File: config.mk
export PLATFORM = sky130hd
export DESIGN_NAME = key_press_controller_flat
export DESIGN_NICKNAME = d
export VERILOG_FILES = /design/src/rtl/key_press_controller_if.sv /design/src/rtl/key_press_controller.sv /design/src/flat_wrapper.sv
export SDC_FILE = /design/constraint.sdc
export NUM_CORES = 1
export LEC_CHECK = 0
export ABC_AREA = 1
export CORE_MARGIN = 2
export CORE_UTILIZATION = 60
export CTS_CLUSTER_DIAMETER = 100
export DETAILED_ROUTE_END_ITERATION = 10
export PLACE_DENSITY = 0.79
export SYNTH_ARGS = -nofsm -noshare
export SYNTH_HDL_FRONTEND = slang
export SYNTH_SLANG_ARGS = --single-unit
File: constraint.sdc
create_clock -name CLK -period 1.9 [get_ports CLK]
set_clock_uncertainty 0.2 [all_clocks]
set_input_delay 0.38 -clock CLK [delete_from_list [all_inputs] [get_ports CLK]]
set_output_delay 0.38 -clock CLK [all_outputs]
set_load 0.05 [all_outputs]
File: src/rtl/key_press_controller_if.sv
// Purpose: key controller boundary: raw key, enable, press pulses, busy and press count.
// Latency: none (wires only).
// Backpressure: none; the pulses are fire-and-forget, so the consumer must sample every cycle.
interface key_press_controller_if #(
    parameter int PCNT_WIDTH = 8
);
    logic                  key_in;
    logic                  enable;
    logic                  short_press;
    logic                  long_press;
    logic                  busy;
    logic [PCNT_WIDTH-1:0] press_count;

    // Driven by the board / user logic side.
    modport master (
        output key_in,
        output enable,
        input  short_press,
        input  long_press,
        input  busy,
        input  press_count
    );

    // Driven by the controller.
    modport slave (
        input  key_in,
        input  enable,
        output short_press,
        output long_press,
        output busy,
        output press_count
    );
endinterface

File: src/rtl/key_press_controller.sv
// Purpose: debounce one active-low key and classify each press as a short or long one-cycle pulse.
// Latency: 2-cycle sync + DEB_CYCLES confirm; pulses are registered (1 cycle after decision).
// Backpressure: none; the pulses are fire-and-forget, and enable=0 forces IDLE without emitting any pulse.
module key_press_controller #(
    parameter int DEB_CYCLES  = 20,
    parameter int LONG_CYCLES = 100,
    parameter int CNT_WIDTH   = 16,
    parameter int PCNT_WIDTH  = 8
) (
    input  logic                    CLK,
    input  logic                    RST,
    key_press_controller_if.slave   kif
);
    typedef enum logic [1:0] {
        IDLE      = 2'd0,
        DEB_PRESS = 2'd1,
        PRESSED   = 2'd2,
        DEB_REL   = 2'd3
    } state_t;

    localparam logic [CNT_WIDTH-1:0] DEB_LAST  = CNT_WIDTH'(DEB_CYCLES - 1);
    localparam logic [CNT_WIDTH-1:0] LONG_LAST = CNT_WIDTH'(LONG_CYCLES - 1);

    state_t                 state_q, state_d;
    logic                   sync1_q, key_s_q, key_d_q;
    logic [CNT_WIDTH-1:0]   deb_cnt_q, deb_cnt_d;
    logic [CNT_WIDTH-1:0]   hold_cnt_q, hold_cnt_d, hold_inc;
    logic                   long_flag_q, long_flag_d;
    logic                   short_q, short_d;
    logic                   long_q, long_d;
    logic                   busy_q, busy_d;
    logic [PCNT_WIDTH-1:0]  pcnt_q, pcnt_d;

    logic fall;
    logic in_hold;
    logic long_trig;
    logic deb_done;

    // Reset value 1 (released key), so leaving reset never looks like a falling edge.
    assign fall      = key_d_q & ~key_s_q;
    assign in_hold   = (state_q == PRESSED) || (state_q == DEB_REL);
    assign long_trig = in_hold && (hold_cnt_q == LONG_LAST) && !long_flag_q;
    assign deb_done  = (deb_cnt_q == DEB_LAST);
    assign hold_inc  = (hold_cnt_q == LONG_LAST) ? hold_cnt_q : hold_cnt_q + CNT_WIDTH'(1);

    // Two-flop synchroniser for the asynchronous key, plus one delay stage for edge detection.
    always_ff @(posedge CLK or negedge RST) begin
        if (!RST) begin
            sync1_q <= 1'b1;
            key_s_q <= 1'b1;
            key_d_q <= 1'b1;
        end else begin
            sync1_q <= kif.key_in;
            key_s_q <= sync1_q;
            key_d_q <= key_s_q;
        end
    end

    // State register.
    always_ff @(posedge CLK or negedge RST) begin
        if (!RST) begin
            state_q <= IDLE;
        end else begin
            state_q <= state_d;
        end
    end

    // Next-state logic; a dropped enable overrides every transition.
    always_comb begin
        state_d = state_q;
        if (!kif.enable) begin
            state_d = IDLE;
        end else begin
            case (state_q)
                IDLE:      if (fall) state_d = DEB_PRESS;
                DEB_PRESS: begin
                    if (key_s_q)       state_d = IDLE;
                    else if (deb_done) state_d = PRESSED;
                end
                PRESSED:   if (key_s_q) state_d = DEB_REL;
                DEB_REL: begin
                    if (!key_s_q)      state_d = PRESSED;
                    else if (deb_done) state_d = IDLE;
                end
                default:   state_d = IDLE;
            endcase
        end
    end

    // Counter, flag and pulse next values for the current state.
    always_comb begin
        deb_cnt_d   = deb_cnt_q;
        hold_cnt_d  = hold_cnt_q;
        long_flag_d = long_flag_q;
        short_d     = 1'b0;
        long_d      = 1'b0;
        pcnt_d      = pcnt_q;
        if (!kif.enable) begin
            deb_cnt_d   = '0;
            hold_cnt_d  = '0;
            long_flag_d = 1'b0;
        end else begin
            case (state_q)
                IDLE: deb_cnt_d = '0;
                DEB_PRESS: begin
                    if (!key_s_q) begin
                        if (deb_done) begin
                            hold_cnt_d  = '0;
                            long_flag_d = 1'b0;
                            pcnt_d      = pcnt_q + PCNT_WIDTH'(1);
                        end else begin
                            deb_cnt_d = deb_cnt_q + CNT_WIDTH'(1);
                        end
                    end
                end
                PRESSED: begin
                    hold_cnt_d = hold_inc;
                    if (key_s_q) deb_cnt_d = '0;
                end
                DEB_REL: begin
                    hold_cnt_d = hold_inc;
                    if (!key_s_q) begin
                        deb_cnt_d = '0;
                    end else if (deb_done) begin
                        // A long press decided this very cycle suppresses the short pulse.
                        short_d = !long_flag_q && !long_trig;
                    end else begin
                        deb_cnt_d = deb_cnt_q + CNT_WIDTH'(1);
                    end
                end
                default: deb_cnt_d = '0;
            endcase
            if (long_trig) begin
                long_d      = 1'b1;
                long_flag_d = 1'b1;
            end
        end
    end

    assign busy_d = (state_d != IDLE);

    // Datapath and output registers.
    always_ff @(posedge CLK or negedge RST) begin
        if (!RST) begin
            deb_cnt_q   <= '0;
            hold_cnt_q  <= '0;
            long_flag_q <= 1'b0;
            short_q     <= 1'b0;
            long_q      <= 1'b0;
            busy_q      <= 1'b0;
            pcnt_q      <= '0;
        end else begin
            deb_cnt_q   <= deb_cnt_d;
            hold_cnt_q  <= hold_cnt_d;
            long_flag_q <= long_flag_d;
            short_q     <= short_d;
            long_q      <= long_d;
            busy_q      <= busy_d;
            pcnt_q      <= pcnt_d;
        end
    end

    assign kif.short_press = short_q;
    assign kif.long_press  = long_q;
    assign kif.busy        = busy_q;
    assign kif.press_count = pcnt_q;
endmodule

File: src/flat_wrapper.sv
// flat-port wrapper written by rule: the top's interface ports become plain ports
module key_press_controller_flat 
#(
    parameter int DEB_CYCLES  = 20,
    parameter int LONG_CYCLES = 100,
    parameter int CNT_WIDTH   = 16,
    parameter int PCNT_WIDTH  = 8
)
  (CLK, RST, kif_key_in, kif_enable, kif_short_press, kif_long_press, kif_busy, kif_press_count);
  key_press_controller_if #(.PCNT_WIDTH(PCNT_WIDTH)) kif_i ();
  input  logic CLK;
  input  logic RST;
  input wire logic [$bits(kif_i.key_in)-1:0] kif_key_in;
  input wire logic [$bits(kif_i.enable)-1:0] kif_enable;
  output wire logic [$bits(kif_i.short_press)-1:0] kif_short_press;
  output wire logic [$bits(kif_i.long_press)-1:0] kif_long_press;
  output wire logic [$bits(kif_i.busy)-1:0] kif_busy;
  output wire logic [$bits(kif_i.press_count)-1:0] kif_press_count;
  assign kif_i.key_in = kif_key_in;
  assign kif_i.enable = kif_enable;
  assign kif_short_press = kif_i.short_press;
  assign kif_long_press = kif_i.long_press;
  assign kif_busy = kif_i.busy;
  assign kif_press_count = kif_i.press_count;
  key_press_controller #(.DEB_CYCLES(DEB_CYCLES), .LONG_CYCLES(LONG_CYCLES), .CNT_WIDTH(CNT_WIDTH), .PCNT_WIDTH(PCNT_WIDTH)) u_core (.CLK(CLK), .RST(RST), .kif(kif_i));
endmodule
==> results.json <==
{
  "status": "finished, final reports clean",
  "clockRootBuffer": "clkbuf_8",
  "io_pins": 15,
  "io_buffers": 14,
  "gr-total-overflow": 0,
  "clk_pin_slew_ns": 0.09,
  "track_usage": 0.2537,
  "grt_pass1_wl_mm": 12.03,
  "worstMarginPinSlew_ns": 0.3577,
  "cpLargestDelayFamily": "simple AND/OR/NAND/NOR gates",
  "cts_inserted_buffers": 5,
  "die_area_sq_um": 5761,
  "grt_pass1_vias": 2661,
  "clockBufferDepth": 2,
  "synthCells": 425,
  "path_class": "flop to flop",
  "drive_above_1_share": 0.2079,
  "min_period_ns": 1.761,
  "final-setup-viol-count": 0,
  "slew_viol_final": 0,
  "drc": 0,
  "row_count": 26,
  "crit_arrival_ns": 1.76,
  "wl_per_cell_microns": 12.95,
  "clock_latency_ns": 0.31,
  "firstDrtPassIters": 4,
  "top_layer_used": "met4",
  "synth_edf_count": 0,
  "initialDrtViolationCount": 248,
  "finalInstanceArea_sq_um": 3552,
  "worst-path-buf-inv": 1,
  "fmax_mhz": 567.9,
  "worstSetupStartpoint": "u_core.deb_cnt_q[0]",
  "syn_area_sq_um": 3102,
  "cellPowerDensity_nw_per_um2": 524.6,
  "fp.dieW_microns": 75.90,
  "place_congestion": 0.9118,
  "tritoncts": "yes",
  "postRouteAntennaNets": 0,
  "met3_length_microns": 435,
  "path_cells": "ha_2 -> nand2_1 -> nor2_1 -> nand2_1 -> nand2_1 -> nand3_2 -> buf_12 -> nand2_1 -> o21ai_2",
  "vias_per_cell": 5.486,
  "rsz0062_at_grt": "no",
  "wl_mm": 6.827,
  "met1Wirelength_mm": 3.162,
  "initial_core_util": 0.6151,
  "r2r_slack_ns": 0.14,
  "crit_fanout": 21,
  "htreeDepth": 2,
  "dp_hpwl_mm": 5.073,
  "finalCritPeriodShare": 0.9267,
  "ys_seq_area_frac": 0.3965,
  "cts.sinks": 49,
  "worst_setup_path_start_kind": "flop",
  "synth_cell_types": 33,
  "synth-seq-cells": 49,
  "hold_viol": 0,
  "grt_max_degree": 29,
  "maxCapViolCount": 0,
  "worstPathRequired_ns": 1.90,
  "syn_nets": 432,
  "leakage_uw": 0.001640,
  "r2r-start": "u_core.deb_cnt_q[0]",
  "yosys_warnings": 0,
  "num_antenna_cells": 0,
  "vias": 2891,
  "syn_avg_cell_area_sq_um": 7.298,
  "max_stage_delay_ns": 0.43,
  "worstHoldStart": "u_core.sync1_q",
  "route.met2.wl_mm": 3.165,
  "slowest_stage": "dfrtp_1",
  "core-area_sq_um": 5042,
  "dpl_cell_area_sq_um": 3443,
  "slew_headroom": 0.7615,
  "cp_common_cell": "nand2_1",
  "die_h_microns": 75.90,
  "whs_ns": 0.1602,
  "nets": 463,
  "ir_drop_uv": 306.4,
  "antenna_found_initial": 0,
  "ys.flop_type": "dfrtp_1",
  "async_reset_ff_frac": 1.000,
  "endpoint_kind": "flop",
  "power_uw": 1864,
  "area_growth_pct": 14.52,
  "hp-class": "flop to flop"
}
==> cells in the final DEF (no fill, tap or decap), types with 5 or more instances in the layout <==
cell        n
nand2_1   112
nor2_1     59
dfrtp_1    45
inv_1      39
nand3_1    38
buf_4      22
nand4_1    19
nand2_2    17
o21ai_2    14
nor2_2      9
a21oi_1     7
buf_12      7
inv_2       6
clkbuf_8    6
xor2_1      5
o21ai_0     5
==> cell type report <==
| class | instances | area, sq um |
|---|---|---|
| sequential | 49 | 1231 |
| timing repair buffer | 33 | 342.8 |
| tap | 70 | 87.58 |
| clock buffer | 8 | 90.09 |
| inverter | 46 | 172.7 |
| multi-input combinational | 321 | 1628 |
| fill | 424 | 1490 |
==> registers in the layout, summed over array words and instances, names as in the netlist <==
name	count
u_core.state_q	2
u_core.long_flag_q	1
u_core.sync1_q	1
u_core.deb_cnt_q	16
u_core.key_d_q	1
u_core.kif.busy	1
u_core.key_s_q	1
u_core.kif.press_count	8
u_core.kif.long_press	1
u_core.hold_cnt_q	16
u_core.kif.short_press	1
==> worst paths after layout <==
check	end	depth (start not counted)
worst min register to register	u_core.key_s_q	0
min in group asynchronous	u_core.hold_cnt_q[4]	3
worst min-delay path	u_core.key_s_q	0
worst max register to register	u_core.hold_cnt_q[0]	9
worst max-delay path	u_core.hold_cnt_q[0]	9
max in group asynchronous	u_core.deb_cnt_q[10]	3
==> metrics by stage <==
step | cells | setup TNS, ns | worst slack, ns | util
after floorplan | 425 | 0 | 0.2765 | -
after global placement | 518 | -2.409 | -0.1367 | 0.6829
after detailed placement | 518 | -4.072 | -0.2121 | 0.6829
after CTS | 527 | 0 | 0.1158 | 0.7027
after global routing | 527 | 0 | 0.01497 | 0.7045
final | 527 | 0 | 0.1393 | 0.7045
==> routing by layer <==
layer	vias to the layer above	GRT usage
met5	-	0
met1	1374	0.3587
met2	79	0.4080
li1	1432	-
met3	6	0.04881
met4	0	0.06000
==> power breakdown <==
group / switching [uW] / total [uW] / internal, uW
Sequential: 11.0 / 1070 / 1050
Clock: 344 / 641 / 298
Combinational: 103 / 156 / 53.3
Total: 458 / 1860 / 1410
==> cells by family (layout without fill, tap and decap cells) <==
kind of cell / count (synthesis) / after routing / synth area share
AOI/OAI and AO/OA: 43 / 43 / 0.09399
xor gates and xnor gates: 9 / 9 / 0.02541
adders and majority gates: 3 / 3 / 0.01210
buffers and inverters: 55 / 87 / 0.08027
DFF: 49 / 49 / 0.3965
and+or+nand+nor: 266 / 266 / 0.3917
==> Yosys cell counts (4+ instances only) <==
cell type	count	area (sq um)
dfrtp_1	46	1151
o21ai_2	14	122.6
o22ai_1	4	25.02
a21oi_1	7	35.03
xor2_1	5	43.79
nand2_2	16	100.1
o21ai_0	5	25.02
nor2_1	59	221.5
nand4_1	19	118.9
o21bai_1	4	30.03
buf_6	5	56.30
xnor2_1	4	35.03
o21ai_1	4	20.02
inv_2	6	22.52
nor2_2	9	56.30
nand3_1	38	190.2
nand2_1	113	424.2
inv_1	39	146.4
==> timing repair <==
item                                   in CTS  in global routing
endpoints found under the hold margin      46                  0
gates resized for setup                     0                  4
setup buffers                               0                  0
setup endpoints to repair                   0                 11
hold buffers                                1                  0
No activity file was read; power rests on OpenSTA's default activity.
